### src/rtl/next_pc_fetch.sv
// next_pc_fetch: fetches the instruction at pc over imem, buffers it for decode, and drives nextpc.
// Optional FETCH_TIMEOUT_EN adds an imem response timeout with a sticky fetch_err flag.
module next_pc_fetch #(
  parameter logic [31:0] RESET_PC = 32'h0000_0000,
  parameter int TIMEOUT_CYCLES = 16
) (
  input  logic        clk,
  input  logic        rst,
  input  logic [31:0] pc,
  output logic [31:0] nextpc,
  output logic        imem_req_valid,
  input  logic        imem_req_ready,
  output logic [31:0] imem_req_addr,
  input  logic        imem_resp_valid,
  input  logic [31:0] imem_resp_data,
  output logic        inst_valid,
  input  logic        inst_ready,
  output logic [31:0] inst,
  output logic [31:0] inst_pc,
  input  logic        redirect_valid,
  input  logic [31:0] redirect_target,
  output logic        fetch_err
);
  typedef enum logic [1:0] {S_REQ, S_WAIT, S_HOLD, S_DRAIN} state_t;
  state_t state, state_nx;
  logic timeout;
  if (TIMEOUT_CYCLES < 2) begin : g_bad_timeout
    $error("TIMEOUT_CYCLES must be >= 2");
  end
`ifdef FETCH_TIMEOUT_EN
  localparam int CW = $clog2(TIMEOUT_CYCLES) + 1;
  logic [CW-1:0] cnt;
  logic waiting;
  assign waiting = state == S_WAIT || state == S_DRAIN;
  assign timeout = waiting && !imem_resp_valid && cnt == CW'(TIMEOUT_CYCLES - 1);
  always_ff @(posedge clk) begin
    if (rst) begin
      cnt <= '0;
      fetch_err <= 1'b0;
    end else begin
      cnt <= (waiting && state_nx == state) ? cnt + 1'b1 : '0;
      if (timeout) fetch_err <= 1'b1;
    end
  end
`else
  assign timeout = 1'b0;
  assign fetch_err = 1'b0;
`endif
  always_ff @(posedge clk) begin
    if (rst) begin
      state <= S_REQ;
      inst <= '0;
      inst_pc <= '0;
    end else begin
      state <= state_nx;
      if (state == S_WAIT && state_nx == S_HOLD) begin
        inst <= imem_resp_data;
        inst_pc <= pc;
      end
    end
  end
  // a redirect kills whatever is in flight; an outstanding response must still be drained
  always_comb begin
    state_nx = state;
    case (state)
      S_REQ:   state_nx = imem_req_ready ? (redirect_valid ? S_DRAIN : S_WAIT) : S_REQ;
      S_WAIT:  state_nx = imem_resp_valid ? (redirect_valid ? S_REQ : S_HOLD) :
                          timeout ? S_REQ : redirect_valid ? S_DRAIN : S_WAIT;
      S_HOLD:  state_nx = (redirect_valid || inst_ready) ? S_REQ : S_HOLD;
      default: state_nx = (imem_resp_valid || timeout) ? S_REQ : S_DRAIN;
    endcase
  end
  always_comb begin
    imem_req_valid = !rst && state == S_REQ;
    inst_valid = !rst && state == S_HOLD;
    imem_req_addr = pc & ~32'd3;
    nextpc = rst ? RESET_PC :
             redirect_valid ? (redirect_target & ~32'd3) :
             (state == S_HOLD && inst_ready) ? pc + 32'd4 : pc;
  end
endmodule
### config.mk
export PLATFORM = sky130hd
export DESIGN_NAME = next_pc_fetch
export DESIGN_NICKNAME = d
export VERILOG_FILES = /design/src/rtl/next_pc_fetch.sv
export SDC_FILE = /design/constraint.sdc
export NUM_CORES = 1
export LEC_CHECK = 0
export CORE_MARGIN = 2
export CORE_UTILIZATION = 40
export CTS_CLUSTER_SIZE = 14
export DETAILED_ROUTE_END_ITERATION = 10
export PLACE_DENSITY = 0.86
export SLEW_MARGIN = 20
export SYNTH_ARGS = -nofsm -noshare
export SYNTH_HDL_FRONTEND = slang
export SYNTH_SLANG_ARGS = --single-unit
### constraint.sdc
create_clock -name clk -period 6 [get_ports clk]
set_input_delay 1.8 -clock clk [delete_from_list [all_inputs] [get_ports clk]]
set_output_delay 1.8 -clock clk [all_outputs]
set_load 0.01 [all_outputs]
==> results of run 1 <==
-- per-layer routing --
layer | global-route usage | up-vias | share of wire
met1 | 0.304 | 2174 | 0.39
li1 | - | 2231 | -
met5 | 0 | - | 0
met2 | 0.477 | 204 | 0.50
met3 | 0.0828 | 36 | 0.077
met4 | 0.102 | 0 | 0.027
-- stage by stage --
stage / setup TNS, ns / std cells / utilization / setup slack (ns)
floorplan: 0 / 523 / - / 0.887
global placement: -0.704 / 835 / 0.668 / -0.138
detailed placement: -1.28 / 835 / 0.668 / -0.144
CTS: 0 / 855 / 0.698 / 0.00772
global route: -0.00900 / 856 / 0.701 / -0.00900
finish: 0 / 856 / 0.701 / 0.0642
-- kinds of logic after synthesis --
kind of cell	synth area share
flops	0.350
buf+inv	0.117
mux	0.00563
simple gates	0.310
fa+ha+maj	0.00331
other cells	0.000992
xor+xnor	0.0185
compound gates	0.195
-- sequential cells by signal, indices dropped and copies added (netlist names) --
register  flops
inst_pc      32
inst         32
state         2
-- power by group --
part | switching [mW] | internal (mW) | total [mW]
Clock | 0.192 | 0.280 | 0.472
Sequential | 0.00761 | 0.448 | 0.456
Combinational | 0.119 | 0.151 | 0.271
-- worst min-delay path by stage --
stage	cells past startpoint	from	slack (ns)	end
2_1_floorplan	2	inst[0]	0.48	inst[0]
3_3_place_gp	2	inst[20]	0.44	inst[20]
3_5_place_dp	2	inst[7]	0.45	inst[7]
4_1_cts	2	inst[7]	0.46	inst[7]
5_1_grt	2	inst[11]	0.47	inst[11]
6_report	2	inst_pc[20]	0.45	inst_pc[20]
-- worst max-delay path, cell delays in order --
cell and delay (ns):
clkdlybuf4s50_1 0.54, nand4b_4 0.15, or4_4 0.61, nor4b_2 0.27, a2111oi_1 0.11, buf_4 0.16
clkdlybuf4s50_1 0.47
-- final cells by class --
class | instances | area, um2
Multi-Input combinational cell | 376 | 2070
Fill cell | 748 | 2750
Clock inverter | 7 | 125
Inverter | 10 | 37.5
Clock buffer | 9 | 124
Timing Repair Buffer | 277 | 2630
Tap cell | 111 | 139
Sequential cell | 66 | 1320
-- layout by cell type, fill, tap and decap left out, drive strengths merged, types with 2 or more instances in the layout --
| cell type | count |
|---|---|
| dlygate4sd2 | 15 |
| nand3 | 10 |
| dfxtp | 66 |
| inv | 11 |
| nor3 | 6 |
| and3 | 5 |
| nand3b | 2 |
| or3 | 10 |
| nor2b | 3 |
| a211oi | 10 |
| clkinv | 3 |
| a21oi | 65 |
| o21bai | 2 |
| o21ai | 9 |
| nor4 | 2 |
| xnor2 | 6 |
| bufinv | 3 |
| nand2 | 138 |
| nor4b | 4 |
| dlymetal6s2s | 5 |
| nand4 | 11 |
| nor2 | 24 |
| and2 | 2 |
| buf | 51 |
| a311oi | 15 |
| or4 | 8 |
| and4 | 8 |
| xor2 | 2 |
| conb | 3 |
| clkbuf | 10 |
| clkdlybuf4s50 | 205 |
| a22oi | 3 |
| a2111oi | 7 |
| nor3b | 6 |
| o31ai | 5 |
-- repair_timing --
| action | in CTS | in global routing |
|---|---|---|
| setup endpoints to repair | 18 | 8 |
| buffers inserted | 4 | 1 |
| resized for setup | 21 | 10 |
| pin swaps | 2 | 1 |
==> key figures, run 1 <==
Outcome
  • Status: completed

Worst setup path
  • Reg-to-Reg Start: state[1]
  • WP data required: 4.20 ns
  • WP data arrival: 4.14 ns
  • Worst Setup End Kind: primary output
  • Launch point of the worst path: pc[4]
  • Crit Path Max Fanout: 4
  • Crit Path Category: input port to primary output
  • Startpoint types: input port
  • Worst reg2reg setup slack: 4.02 ns
  • RR Endpoint: inst[8]
  • CP endpoint: nextpc[15]
  • Reg2Reg Depth: 5

CTS
  • TritonCTS clock tree: done
  • Hold-fix buffers at CTS: 0
  • CTS Buf Count: 9
  • Max clock buf depth: 2
  • Num Clock Sinks: 66
  • Htree depth: 3
  • CTS root buf: clkbuf_8
  • Clk Latency, worst-skew pair: 0.35 ns
  • Clock slew at reported path FFs: 0.07 ns

Global routing
  • Remaining Overflow, GRT: 0
  • Largest net degree at the start of global routing: 65
  • First-pass GRT wire length: 22100 um
  • Vias in the first global route: 4671
  • Initial antenna violation count: 0
  • GRT Util Overall: 0.270

Routing
  • WL per Instance: 16.3 um
  • Routed WL: 13900 um
  • Vias/cell: 5.43
  • DR iter-0 viols: 275
  • Antenna viol nets, final: 0
  • DRC violations left: 0
  • Drt pass-1 iters: 4
  • DR vias: 4645

Floorplan
  • Die width: 101 um
  • Number of cell rows: 35
  • Top Ports: 233
  • Chip height: 101 um
  • Total Die Area: 10200 um2
  • Core Footprint: 9200 um2
  • Initial core utilization: 0.411

Synthesis
  • Count of cell types in the netlist: 45
  • Post-Syn Area: 3780 um2
  • Syn Area/Cell: 7.26 um2
  • Sequential share of the synthesized area: 0.350
  • Share of the synthesized area in the top cell type: 0.350
  • Synth top area cells: dfxtp_1 35%, nand2_1 14%, a21oi_1 8.6%, buf_4 6.8%, a311oi_1 3.5%
  • Post-synth top flop: dfxtp_1
  • Post-synth ARST share: 0
  • Area leader, netlist: dfxtp_1
  • Most frequent cell after synthesis: nand2_1
  • Post-Synthesis Cells: 521
  • Post-synth EDFFs: 0
  • Yosys reg bits: 66
  • Post-synth top cells: 138 x nand2_1, 66 x dfxtp_1, 65 x a21oi_1
  • Synth warnings: 0

Run
  • Max-cap violations: 0

STA
  • Tcrit/Tclk final: 0.989
  • RSZ-0062 raised after global routing: yes
  • Setup-failing EPs final: 0
  • Max frequency: 168 MHz
  • Fin crit period: 5.94 ns
  • Relative slew slack: 0.538
  • Final hold vios: 0
  • Fin. max-slew vios: 0
  • Final hold slack: 0.453 ns
  • Worst Tran Pin Value: 0.693 ns
  • Worst Skew: 0.00723 ns

Place
  • DP HPWL: 10500 um
  • # port buffers: 227
  • RePlAce Congestion: 0.925
  • Post-DP Area: 6140 um2

Power and ir drop
  • Tot Pwr: 1.20 mW
  • Total leakage power: 2.35 nW
  • Pwr Density: 186 nW/um2
  • Peak VDD IR: 0.115 mV

Min path
  • Min-delay worst type: flop to flop

Finish
  • P&R area growth vs syn: 70.6%
  • Post-Layout Inst Area: 6450 um2
  • Layout cells sized above 1: 0.106
  • Antenna cells: 0
  • Nets: 843
Power figures use the tool's default switching activity.
==> run 2: changes to the inputs <==
- CORE_UTILIZATION: 40 -> 38
- CTS_CLUSTER_SIZE: 14 -> 25
- PLACE_DENSITY: 0.86 -> 0.82
- clock period: 6 -> 6.19 ns (I/O delays scaled with it)
==> key figures, run 2 (synthesized netlist as in run 1, its figures left out) <==
Floorplan
  • Number of cell rows: 36
  • Top Ports: 233
  • Chip height: 104 um
  • Total Die Area: 10800 um2
  • Initial core utilization: 0.389
  • Die width: 104 um
  • Core Footprint: 9730 um2

Routing
  • DR iter-0 viols: 222
  • Routed WL: 14000 um
  • DRC violations left: 0
  • Drt pass-1 iters: 5
  • Vias/cell: 5.26
  • Antenna viol nets, final: 0
  • DR vias: 4630
  • WL per Instance: 15.9 um

Power and ir drop
  • Total leakage power: 2.40 nW
  • Pwr Density: 178 nW/um2
  • Peak VDD IR: 0.108 mV

Place
  • # port buffers: 227
  • RePlAce Congestion: 0.873
  • DP HPWL: 10500 um

Worst setup path
  • Most used cell, CP: buf_4
  • WP data required: 4.33 ns
  • Launch point of the worst path: pc[3]
  • WP data arrival: 4.24 ns
  • Reg-to-Reg Start: state[1]
  • Top Family by Delay on Critical Path: buffers and inverters
  • Max incr delay on CP: 0.58 ns
  • Crit path buf inv count: 6
  • Critical path's slowest cell: clkdlybuf4s50_1
  • Startpoint types: input port
  • CP cell instances: clkdlybuf4s50_1 -> nand4_1 -> buf_4 -> buf_4 -> buf_4 -> buf_4 -> nor3_1 -> xnor2_1 -> a211oi_1 -> clkdlybuf4s50_1
  • Crit Path Max Fanout: 4
  • Crit Path Category: input port to primary output
  • Worst Setup End Kind: primary output

CTS
  • TritonCTS clock tree: done
  • Hold-fix buffers at CTS: 0
  • CTS Buf Count: 9
  • CTS root buf: clkbuf_8
  • Clk Latency, worst-skew pair: 0.36 ns
  • Num Clock Sinks: 66
  • Clock slew at reported path FFs: 0.08 ns
  • Max clock buf depth: 2
  • Htree depth: 3

Min path
  • Hold Startpoint: inst_pc[18]
  • Min-delay worst type: flop to flop

STA
  • Tcrit/Tclk final: 0.985
  • Relative slew slack: 0.601
  • Max frequency: 164 MHz
  • Worst Tran Pin Value: 0.599 ns
  • Worst Skew: 0.00791 ns
  • Fin. max-slew vios: 0
  • RSZ-0062 raised after global routing: no
  • Fin crit period: 6.10 ns
  • Final hold vios: 0
  • Setup-failing EPs final: 0
  • Fin Setup TNS: 0 ns
  • Final hold slack: 0.459 ns

Finish
  • Largest registers: inst (32), inst_pc (32), state (2)
  • Layout cells sized above 1: 0.112
  • Multi-input logic area: 2070 um2
  • P&R area growth vs syn: 73.0%
  • Commonest non-fill, non-tap cell in the layout: clkdlybuf4s50_1
  • Nets: 846
  • Seq. cell area: 1320 um2
  • Most frequent cells in the layout: 207 x clkdlybuf4s50_1, 137 x nand2_1, 66 x dfxtp_1
  • Antenna cells: 0
  • Fill cells: 821

Outcome
  • Status: completed

Global routing
  • Remaining Overflow, GRT: 0
  • Initial antenna violation count: 0
  • GRT Util Overall: 0.256
  • First-pass GRT wire length: 22500 um
  • Largest net degree at the start of global routing: 57
  • Vias in the first global route: 4577

Run
  • Max-cap violations: 0
==> run 2: final timing paths <==
| path | slack (ns) | to | depth (start not counted) |
|---|---|---|---|
| worst max register to register | 4.27 | inst_pc[17] | 5 |
| worst min-delay path | 0.46 | inst_pc[18] | 2 |
| worst max-delay path | 0.09 | nextpc[9] | 10 |
| worst min register to register | 0.46 | inst_pc[18] | 2 |
==> run 2: area by class of cell <==
cell class,instances,area share
repair buffers,280,0.412
multi-input cells,376,0.317
clock buffers,9,0.0189
well taps,133,0.0255
clock inverters,7,0.0189
inverters,10,0.00574
flip-flops and latches,66,0.202
==> run 2: per-layer routing <==
metal / track usage / up-vias / part of all wire
li1: - / 2241 / -
met1: 0.297 / 2181 / 0.40
met2: 0.454 / 189 / 0.50
met3: 0.0661 / 19 / 0.076
met4: 0.0936 / 0 / 0.019
met5: 0 / - / 0
==> run 2: repair_timing <==
| item | CTS | global route |
|---|---|---|
| buffers inserted | 6 | 3 |
| pin swaps | 4 | 4 |
| setup endpoints to repair | 8 | 13 |
| resized for setup | 14 | 15 |
==> run 2: through the flow <==
step	area [um2]	setup WS (ns)	utilization	power (mW)	instances
finish	6540	0.0935	0.672	1.16	881
global route	6540	0.00568	0.672	1.21	881
CTS	6470	-0.0257	0.665	1.17	878
detailed placement	6170	-0.0796	0.635	0.716	856
global placement	6150	-0.0320	0.632	0.710	855
floorplan	3790	0.963	-	0.553	523
==> run 2: tightest hold or removal path: cells and delay by family (launching register included) <==
kind | cells | cell delay (ns)
flops | 1 | 0.31
simple gates | 1 | 0.05
compound gates | 1 | 0.05
==> run 2: power by group <==
group	switching, mW	total [mW]	leakage, nW	internal, mW
Sequential	0.00739	0.442	0.534	0.434
Combinational	0.116	0.265	1.75	0.150
Clock	0.184	0.455	0.120	0.271
Total	0.307	1.16	2.40	0.855
